<file path="config.mk">
export PLATFORM = sky130hd
export DESIGN_NAME = err_frame_ctrl
export DESIGN_NICKNAME = d
export VERILOG_FILES = /design/src/rtl/err_ctrl_pkg.sv /design/src/rtl/err_sat_cnt.sv /design/src/rtl/err_frame_ctrl.sv
export SDC_FILE = /design/constraint.sdc
export NUM_CORES = 1
export LEC_CHECK = 0
export CAP_MARGIN = 0
export CORE_UTILIZATION = 53
export CTS_CLUSTER_DIAMETER = 120
export DETAILED_ROUTE_END_ITERATION = 12
export GPL_TIMING_DRIVEN = 0
export PLACE_DENSITY = 0.87
export SYNTH_ARGS = -nofsm -noshare
export SYNTH_HDL_FRONTEND = slang
export SYNTH_SLANG_ARGS = --single-unit
</file>
<file path="constraint.sdc">
create_clock -name CLK -period 2.4 [get_ports CLK]
set_clock_uncertainty 0.05 [all_clocks]
set_input_delay 0.6 -clock CLK [delete_from_list [all_inputs] [get_ports CLK]]
set_output_delay 0.6 -clock CLK [all_outputs]
set_load 0.05 [all_outputs]
</file>
<file path="src/rtl/err_ctrl_pkg.sv">
// rtl/err_ctrl_pkg.sv - shared state type and default sizes for the error frame controller
//
// Contents:
//   LEN_W_DEF, CNT_W_DEF, ALARM_TH_DEF : default parameter values for err_frame_ctrl
//   state_t                            : 3-bit frame sequencer state encoding
//   det_active()                       : true in the states where the detector runs
package err_ctrl_pkg;

    localparam int LEN_W_DEF    = 8;
    localparam int CNT_W_DEF    = 8;
    localparam int ALARM_TH_DEF = 3;

    typedef enum logic [2:0] {
        IDLE   = 3'd0,
        FLUSH  = 3'd1,
        RUN    = 3'd2,
        DRAIN  = 3'd3,
        REPORT = 3'd4
    } state_t;

    // The detector is out of reset, and its ERR output is meaningful, only
    // while bits are streaming (RUN) and for the one trailing cycle that
    // covers its output latency (DRAIN).
    function automatic logic det_active(input state_t s);
        return (s == RUN) || (s == DRAIN);
    endfunction

endpackage

</file>
<file path="src/rtl/err_sat_cnt.sv">
// rtl/err_sat_cnt.sv - saturating event counter with synchronous clear
//
// Ports:
//   clk    in   1      clock, rising edge
//   rst    in   1      asynchronous active-high reset, count -> 0
//   clr    in   1      synchronous clear, has priority over inc
//   inc    in   1      add one unless already at all-ones
//   count  out  CNT_W  current count, sticks at 2^CNT_W-1
module err_sat_cnt #(
    parameter int CNT_W = 8
) (
    input  logic             clk,
    input  logic             rst,
    input  logic             clr,
    input  logic             inc,
    output logic [CNT_W-1:0] count
);

    logic at_max;

    assign at_max = (count == {CNT_W{1'b1}});

    always_ff @(posedge clk or posedge rst) begin
        if (rst) begin
            count <= '0;
        end else if (clr) begin
            count <= '0;
        end else if (inc && !at_max) begin
            count <= count + CNT_W'(1);
        end
    end

endmodule

</file>
<file path="src/rtl/err_frame_ctrl.sv">
// rtl/err_frame_ctrl.sv - frames a serial stream for one Error_Detector and counts its ERR pulses
//
// Ports:
//   CLK        in   1      clock, rising edge
//   rst        in   1      asynchronous active-high reset
//   start      in   1      frame request, honoured only in IDLE
//   frame_len  in   LEN_W  frame length in bits, captured when start is accepted
//   Din_in     in   1      serial data from the source
//   clr        in   1      synchronous clear of err_count/alarm, aborts a running frame
//   err_in     in   1      ERR output of the detector
//   Din_out    out  1      serial data to the detector (Din_in during RUN, else 0)
//   det_rst    out  1      detector reset, low only in RUN and DRAIN
//   busy       out  1      a frame is in progress (state != IDLE)
//   done       out  1      one-cycle pulse in REPORT
//   err_count  out  CNT_W  saturating ERR count of the current/last frame
//   alarm      out  1      registered flag, err_count has reached ALARM_TH
//
// Build option:
//   ERR_STICKY_EN  when defined, alarm survives into later frames and is
//                  cleared only by clr or rst; otherwise starting a frame
//                  clears it so it reflects the current frame only.
//
// ALARM_TH must lie in 1 .. 2^CNT_W-1.
module err_frame_ctrl
    import err_ctrl_pkg::*;
#(
    parameter int LEN_W    = LEN_W_DEF,
    parameter int CNT_W    = CNT_W_DEF,
    parameter int ALARM_TH = ALARM_TH_DEF
) (
    input  logic             CLK,
    input  logic             rst,
    input  logic             start,
    input  logic [LEN_W-1:0] frame_len,
    input  logic             Din_in,
    input  logic             clr,
    input  logic             err_in,
    output logic             Din_out,
    output logic             det_rst,
    output logic             busy,
    output logic             done,
    output logic [CNT_W-1:0] err_count,
    output logic             alarm
);

    localparam logic [CNT_W-1:0] ALARM_TH_C = CNT_W'(ALARM_TH);

    state_t           state_q;
    state_t           state_d;
    logic [LEN_W-1:0] len_q;
    logic [LEN_W-1:0] bit_cnt;

    logic start_ok;    // start accepted this cycle
    logic zero_start;  // accepted start of a zero-length frame
    logic last_bit;    // final RUN cycle of the frame
    logic frame_clr;   // a new frame begins: discard the previous count
    logic cnt_clr;
    logic cnt_inc;
    logic alarm_clr;

    // clr beats start in the same IDLE cycle.
    assign start_ok   = (state_q == IDLE) && start && !clr;
    assign zero_start = start_ok && (frame_len == '0);

    // len_q is never zero in RUN, so len_q-1 cannot underflow here.
    assign last_bit = (bit_cnt == (len_q - LEN_W'(1)));

    // A zero-length frame skips FLUSH, so it clears the count on acceptance
    // instead; REPORT then shows a count of 0.
    assign frame_clr = (state_q == FLUSH) || zero_start;

    // ------------------------------------------------------------------
    // FSM: state register
    // ------------------------------------------------------------------
    always_ff @(posedge CLK or posedge rst) begin
        if (rst) begin
            state_q <= IDLE;
        end else begin
            state_q <= state_d;
        end
    end

    // ------------------------------------------------------------------
    // FSM: next state
    // ------------------------------------------------------------------
    always_comb begin
        state_d = state_q;
        case (state_q)
            IDLE: begin
                if (start_ok) begin
                    state_d = (frame_len == '0) ? REPORT : FLUSH;
                end
            end
            FLUSH: begin
                state_d = RUN;
            end
            RUN: begin
                if (clr) begin
                    state_d = IDLE;
                end else if (last_bit) begin
                    state_d = DRAIN;
                end
            end
            DRAIN: begin
                state_d = clr ? IDLE : REPORT;
            end
            REPORT: begin
                state_d = IDLE;
            end
            default: begin
                state_d = IDLE;
            end
        endcase
    end

    // ------------------------------------------------------------------
    // FSM: output decode
    // ------------------------------------------------------------------
    always_comb begin
        det_rst = 1'b1;
        Din_out = 1'b0;
        busy    = 1'b1;
        done    = 1'b0;
        case (state_q)
            IDLE: begin
                busy = 1'b0;
            end
            RUN: begin
                det_rst = 1'b0;
                Din_out = Din_in;
            end
            DRAIN: begin
                det_rst = 1'b0;
            end
            REPORT: begin
                done = 1'b1;
            end
            default: begin
                det_rst = 1'b1;
            end
        endcase
    end

    // ------------------------------------------------------------------
    // Frame length capture and bit counter
    // ------------------------------------------------------------------
    always_ff @(posedge CLK or posedge rst) begin
        if (rst) begin
            len_q <= '0;
        end else if (start_ok) begin
            len_q <= frame_len;
        end
    end

    always_ff @(posedge CLK or posedge rst) begin
        if (rst) begin
            bit_cnt <= '0;
        end else if (state_q == FLUSH) begin
            bit_cnt <= '0;
        end else if (state_q == RUN) begin
            bit_cnt <= bit_cnt + LEN_W'(1);
        end
    end

    // ------------------------------------------------------------------
    // ERR counting
    // ------------------------------------------------------------------
    assign cnt_clr = clr || frame_clr;
    assign cnt_inc = err_in && det_active(state_q);

    err_sat_cnt #(
        .CNT_W (CNT_W)
    ) u_err_cnt (
        .clk   (CLK),
        .rst   (rst),
        .clr   (cnt_clr),
        .inc   (cnt_inc),
        .count (err_count)
    );

    // ------------------------------------------------------------------
    // Alarm: registered off the counter output, so it rises one cycle after
    // the count reaches the threshold.
    // ------------------------------------------------------------------
    always_comb begin
`ifdef ERR_STICKY_EN
        alarm_clr = clr;
`else
        alarm_clr = clr || frame_clr;
`endif
    end

    always_ff @(posedge CLK or posedge rst) begin
        if (rst) begin
            alarm <= 1'b0;
        end else if (alarm_clr) begin
            alarm <= 1'b0;
        end else if (err_count >= ALARM_TH_C) begin
            alarm <= 1'b1;
        end
    end

endmodule

</file>
# --- Word-level counts from Yosys, hierarchy flattened ---
# Cells that the tools add are included.
totals:
  wordCells: 50
  ff_bits: 28
  out_inout_bits: 13
  inputBits: 14
op_classes:
  order_cmp: 1
  eq_ne: 8
  muxes: 16
  n_reduce_logical: 17
  add_sub_neg: 3
ops:
  columns: ["cell", "count"]
  rows:
  - ["$mux W8", 4]
  - ["$add A8 B1 Y8 const B", 2]
  - ["$mux W3", 5]
  - ["$pmux W3 S4", 1]
  - ["$eq A8 B8 Y1", 1]
  - ["$eq A8 B8 Y1 const B", 1]
  - ["$ge A8 B2 Y1 const B", 1]
  - ["$logic_not A8 Y1", 1]
  - ["$sub A8 B1 Y8 const B", 1]
  - ["$eq A3 B2 Y1 const B", 2]
  - ["$mux W1", 6]
  - ["$reduce_bool A2 Y1", 3]
  - ["$logic_and A1 B1 Y1", 5]
  - ["$eq A3 B1 Y1 const B", 1]
  - ["$eq A3 B3 Y1 const B", 1]
  - ["$logic_not A3 Y1", 1]
  - ["$logic_or A1 B1 Y1", 3]
  - ["$ne A3 B3 Y1 const B", 1]
  - ["$logic_not A1 Y1", 2]
  - ["$ne A2 B2 Y1 const B", 1]
  - ["$reduce_and A2 Y1", 1]
  - ["$reduce_or A2 Y1", 1]

# --- Longest topological paths before layout ---
depth:
  word_depth: 7
  mapped_depth: 7

# --- Hierarchy ---
# Synthesis repeated with hierarchy kept, for this count alone.
unflattened:
  cells_unflattened: 161
  area_unflattened_um2: 1591.5
modules_own_cells:
  columns: ["module", "cells_per_inst", "area_per_inst_um2", "n_inst", "seq_area_each_um2"]
  rows:
  - ["err_frame_ctrl", 117, 1153.6, 1, 500.5]
  - ["err_sat_cnt", 44, 437.9, 1, 200.2]

# --- Worst setup path after synthesis ---
# No wires, ideal clock.
synth_timing:
  kind: "register to output"
  from: "register state_q[2]"
  to: "output port Din_out"
  stages_incl_launch_ff: 4
  t_arrival_ns: 1.371
  n_path_buf: 1
  slack_ns: 0.379
  cell_sequence: "dfrtp_1 buf_2 nor3_1 and2_1"
synth_via:
  elab_chain_cells: 2
synth_lines:
  columns: ["item", "line_no", "text"]
  rows:
  - ["start, declared", "err_frame_ctrl.sv:48", "state_t state_q;"]
  - ["start signal, assigned", "err_frame_ctrl.sv:79", "state_q <= state_d;"]
  - ["$eq A3 B2 Y1", "err_frame_ctrl.sv:124", "case (state_q)"]
  - ["$mux W1", "err_frame_ctrl.sv:124", null]
  - ["end, declared", "err_frame_ctrl.sv:38", "output logic Din_out,"]
# No other way between the ends.

# --- Final worst setup path ---
layout_timing:
  from: "register state_q[0]"
  to: "output port done"
layout_via:
  elab_chain_cells: 2
layout_lines:
  columns: ["item", "line_no", "text"]
  rows:
  - ["$eq A3 B3 Y1", "err_frame_ctrl.sv:124", null]
  - ["$mux W1", "err_frame_ctrl.sv:124", null]
  - ["end, declared", "err_frame_ctrl.sv:41", "output logic done,"]
# No other way between the ends.

==> impl_metrics.csv <==
group,metric,value,unit
clock_network,cts_buffer_depth,2,
clock_network,ctsRootBufferMaster,"clkbuf_4",
clock_network,insertion_delay,0.33,ns
finish,fin_util,68.4,%
finish,final_cell_area,2090,µm²
sta,period_share,96.8,%
sta,hold_viol_final,0,
power,p_seq_share,35.3,%
setup_path,required,1.75,ns
place,portBuffers,26,
setup_path,cp.arrival,1.67,ns
floorplanning,die_w,58.6,µm
detailed_routing,drc_errors,0,
synthesis,ys_ff_latch,28,
sta,rsz0062_at_grt,"true",
place,hpwl,2.59,mm
synthesis,yosysTopAreaCell,"dfrtp_1",
finish,nets,230,
global_route,grt_pass1_vias,1277,
synthesis,synth_fp_nets,198,
place,place.gp.congestion,0.883,
detailed_routing,dr_total_vias,1442,
setup_path,ff2ff_path_depth,6,
power,leakage,0.000866,µW
clock_network,cts_tree,"done",
synthesis,yosys-mux-area-fraction,6.57,%
synthesis,syn_inst,181,
synthesis,synth_warnings,0,
power,power_switching,828,µW
synthesis,yosysUniqueCellTypes,44,
clock_network,htreeDepth,1,
floorplanning,core-area,3050,µm²
power,sw_frac_of_total,41.7,%
power,power_frac_clock,15.6,%
synthesis,yosysTopAreaCellShare,41.3,%
sta,fin_setup_tns,0,ns
sta,setup_viol,0,
power,internal-power,1160,µW
clock_network,ctsHoldBuffers,0,
min_path,min-delay-start,"bit_cnt[7]",
global_route,grt_overflow,0,
setup_path,reg2reg_slack,0.53,ns
setup_path,worst-path-max-fanout,10,
sta,relSlewSlack,32.1,%
sta,whs,0.491,ns
detailed_routing,drt_iter0_drc,68,
synthesis,synth_compound_area_share,13.9,%
detailed_routing,wirelength,3.41,mm
floorplanning,die_area,3430,µm²
synthesis,synth_common_cells,"dfrtp_1 (28), nor2_1 (18)",
synthesis,ys_async_sr_fraction,100,%
global_route,grt_pass1_wl,5.75,mm
synthesis,yosys.area_share.adder,2.21,%
clock_network,numCtsBuffers,3,
synthesis,ys.flop_type,"dfrtp_1",
setup_path,critPathLaunch,"state_q[0]",
global_route,track_usage,22.1,%
synthesis,synth_edf_count,0,
clock_network,path_clk_slew,0.16,ns
global_route,grt_max_degree,29,
sta,worst_slew_pin_slew,1.02,ns
synthesis,synth_top_family_by_area,"simple AND/OR/NAND/NOR gates",
power,peakVddDrop,0.000630,V
floorplanning,fp.dieH,58.6,µm
setup_path,worstReg2RegStart,"len_q[0]",
min_path,hold_path_class,"reg -> reg",
detailed_routing,antenna_left,0,
synthesis,synth_xor_area_share,8.27,%
setup_path,rr_endpoint,"state_q[0]",
synthesis,synth-simple-area-share,23.5,%
finish,area_growth,23.2,%
finish,diodes,0,
synthesis,avgSynthCellArea,9.37,µm²
synthesis,syn-cell-area,1700,µm²
global_route,antenna_found_initial,0,
floorplanning,ios,27,
min_path,whs_path_depth,1,
sta,fmax,0.431,GHz
detailed_routing,wire_per_inst,13.3,µm
finish,drive_gt1_share,15.1,%
run,max_cap_violations,0,
setup_path,end_kind,"primary output",
sta,finalMaxSlewViolations,0,
power,p_comb_share,49.0,%
synthesis,yosysSeqAreaShare,41.3,%
min_path,hold_end,"bit_cnt[7]",
synthesis,ys_top_cells_by_area,"dfrtp_1 (41%), mux2_2 (6.0%), xnor2_1 (5.2%)",
place,placed_area,2010,µm²
setup_path,crit_type,"reg -> out",
sta,period_needed,2.32,ns
clock_network,clock-sinks,28,
detailed_routing,vias_per_cell,5.63,
floorplanning,initial_utilization,55.5,%
status,status,"completed",
power,cellPowerDensity,951,nW/µm²
setup_path,cp-start-kind,"flop",
floorplanning,rows,20,
synthesis,synth_most_common_cell,"dfrtp_1",
detailed_routing,dr.pass1.iters,4,
[stage by stage]
step / instances / setup WS (ns) / total power, µW
6_report: 256 / 0.0775 / 1990
5_1_grt: 256 / -0.00952 / 2130
4_1_cts: 255 / 0.0162 / 1980
3_5_place_dp: 251 / -0.327 / 1660
3_3_place_gp: 251 / -0.300 / 1630
2_1_floorplan: 181 / 0.379 / 1430
[power groups by stage]
stage               Combinational [µW]  Clock, µW  Sequential, µW
CTS                                960        316             701
detailed placement                 950          0             707
floorplan                          733          0             696
global placement                   932          0             702
finish                             974        310             702
global route                      1080        336             718
[sequential cells by signal, indices dropped and copies added (netlist names)]
name / flops
len_q: 8
bit_cnt: 8
alarm: 1
state_q: 3
u_err_cnt.count: 8
[layout by cell type, fill, tap and decap left out, types with 5 or more instances in the layout]
master / instances
nand3_1: 7
inv_1: 9
nand2_1: 10
a21oi_1: 10
nor3_1: 5
xnor2_1: 10
nor2_1: 18
dfrtp_1: 28
clkdlybuf4s50_1: 22
xor2_1: 6
mux2_2: 9
nand4_1: 6
o21ai_0: 10
buf_2: 5
[final cells by class]
type                    count  area [µm²]
well taps                  44        55.1
inverters                   9        33.8
clock inverters             1        30.0
repair buffers             27         269
plain buffers               8        36.3
clock buffers               3        22.5
multi-input cells         136         941
flip-flops and latches     28         701
fillers                   266         965
[per-layer routing]
metal | part of all wire [%] | global-route usage [%] | vias to the layer above
met3 | 2.4 | 2.64 | 4
met1 | 49 | 32.3 | 691
met5 | 0 | 0 | -
met4 | 1.0 | 7.14 | 0
li1 | - | - | 719
met2 | 47 | 34.6 | 28
[cell families after synthesis]
logic type,after synthesis
xor gates and xnor gates,16
adders and majority gates,3
DFF,28
buffers and inverters,17
and+or+nand+nor,72
muxes,10
AOI/OAI and AO/OA,35
[worst max-delay path, stage by stage (launching register included)]
cell and delay, ns:
dfrtp_1 0.46, buf_2 0.21, nor2_1 0.16, and2_1 0.14, clkdlybuf4s15_2 0.36
[worst max-delay path by stage]
stage,endpoint,slack (ns),cells after the start
CTS,Din_out,0.02,4
global placement,Din_out,-0.30,4
global route,done,-0.01,4
floorplan,Din_out,0.38,3
finish,done,0.08,4
detailed placement,Din_out,-0.33,4
[repair_timing]
action                                 CTS  global route
setup buffers                            0             1
pin swaps                                0             1
setup endpoints to repair                4             2
cloned                                   0             0
endpoints found under the hold margin    0             0
resized for setup                       12             2
(Power assumes the default switching activity.)
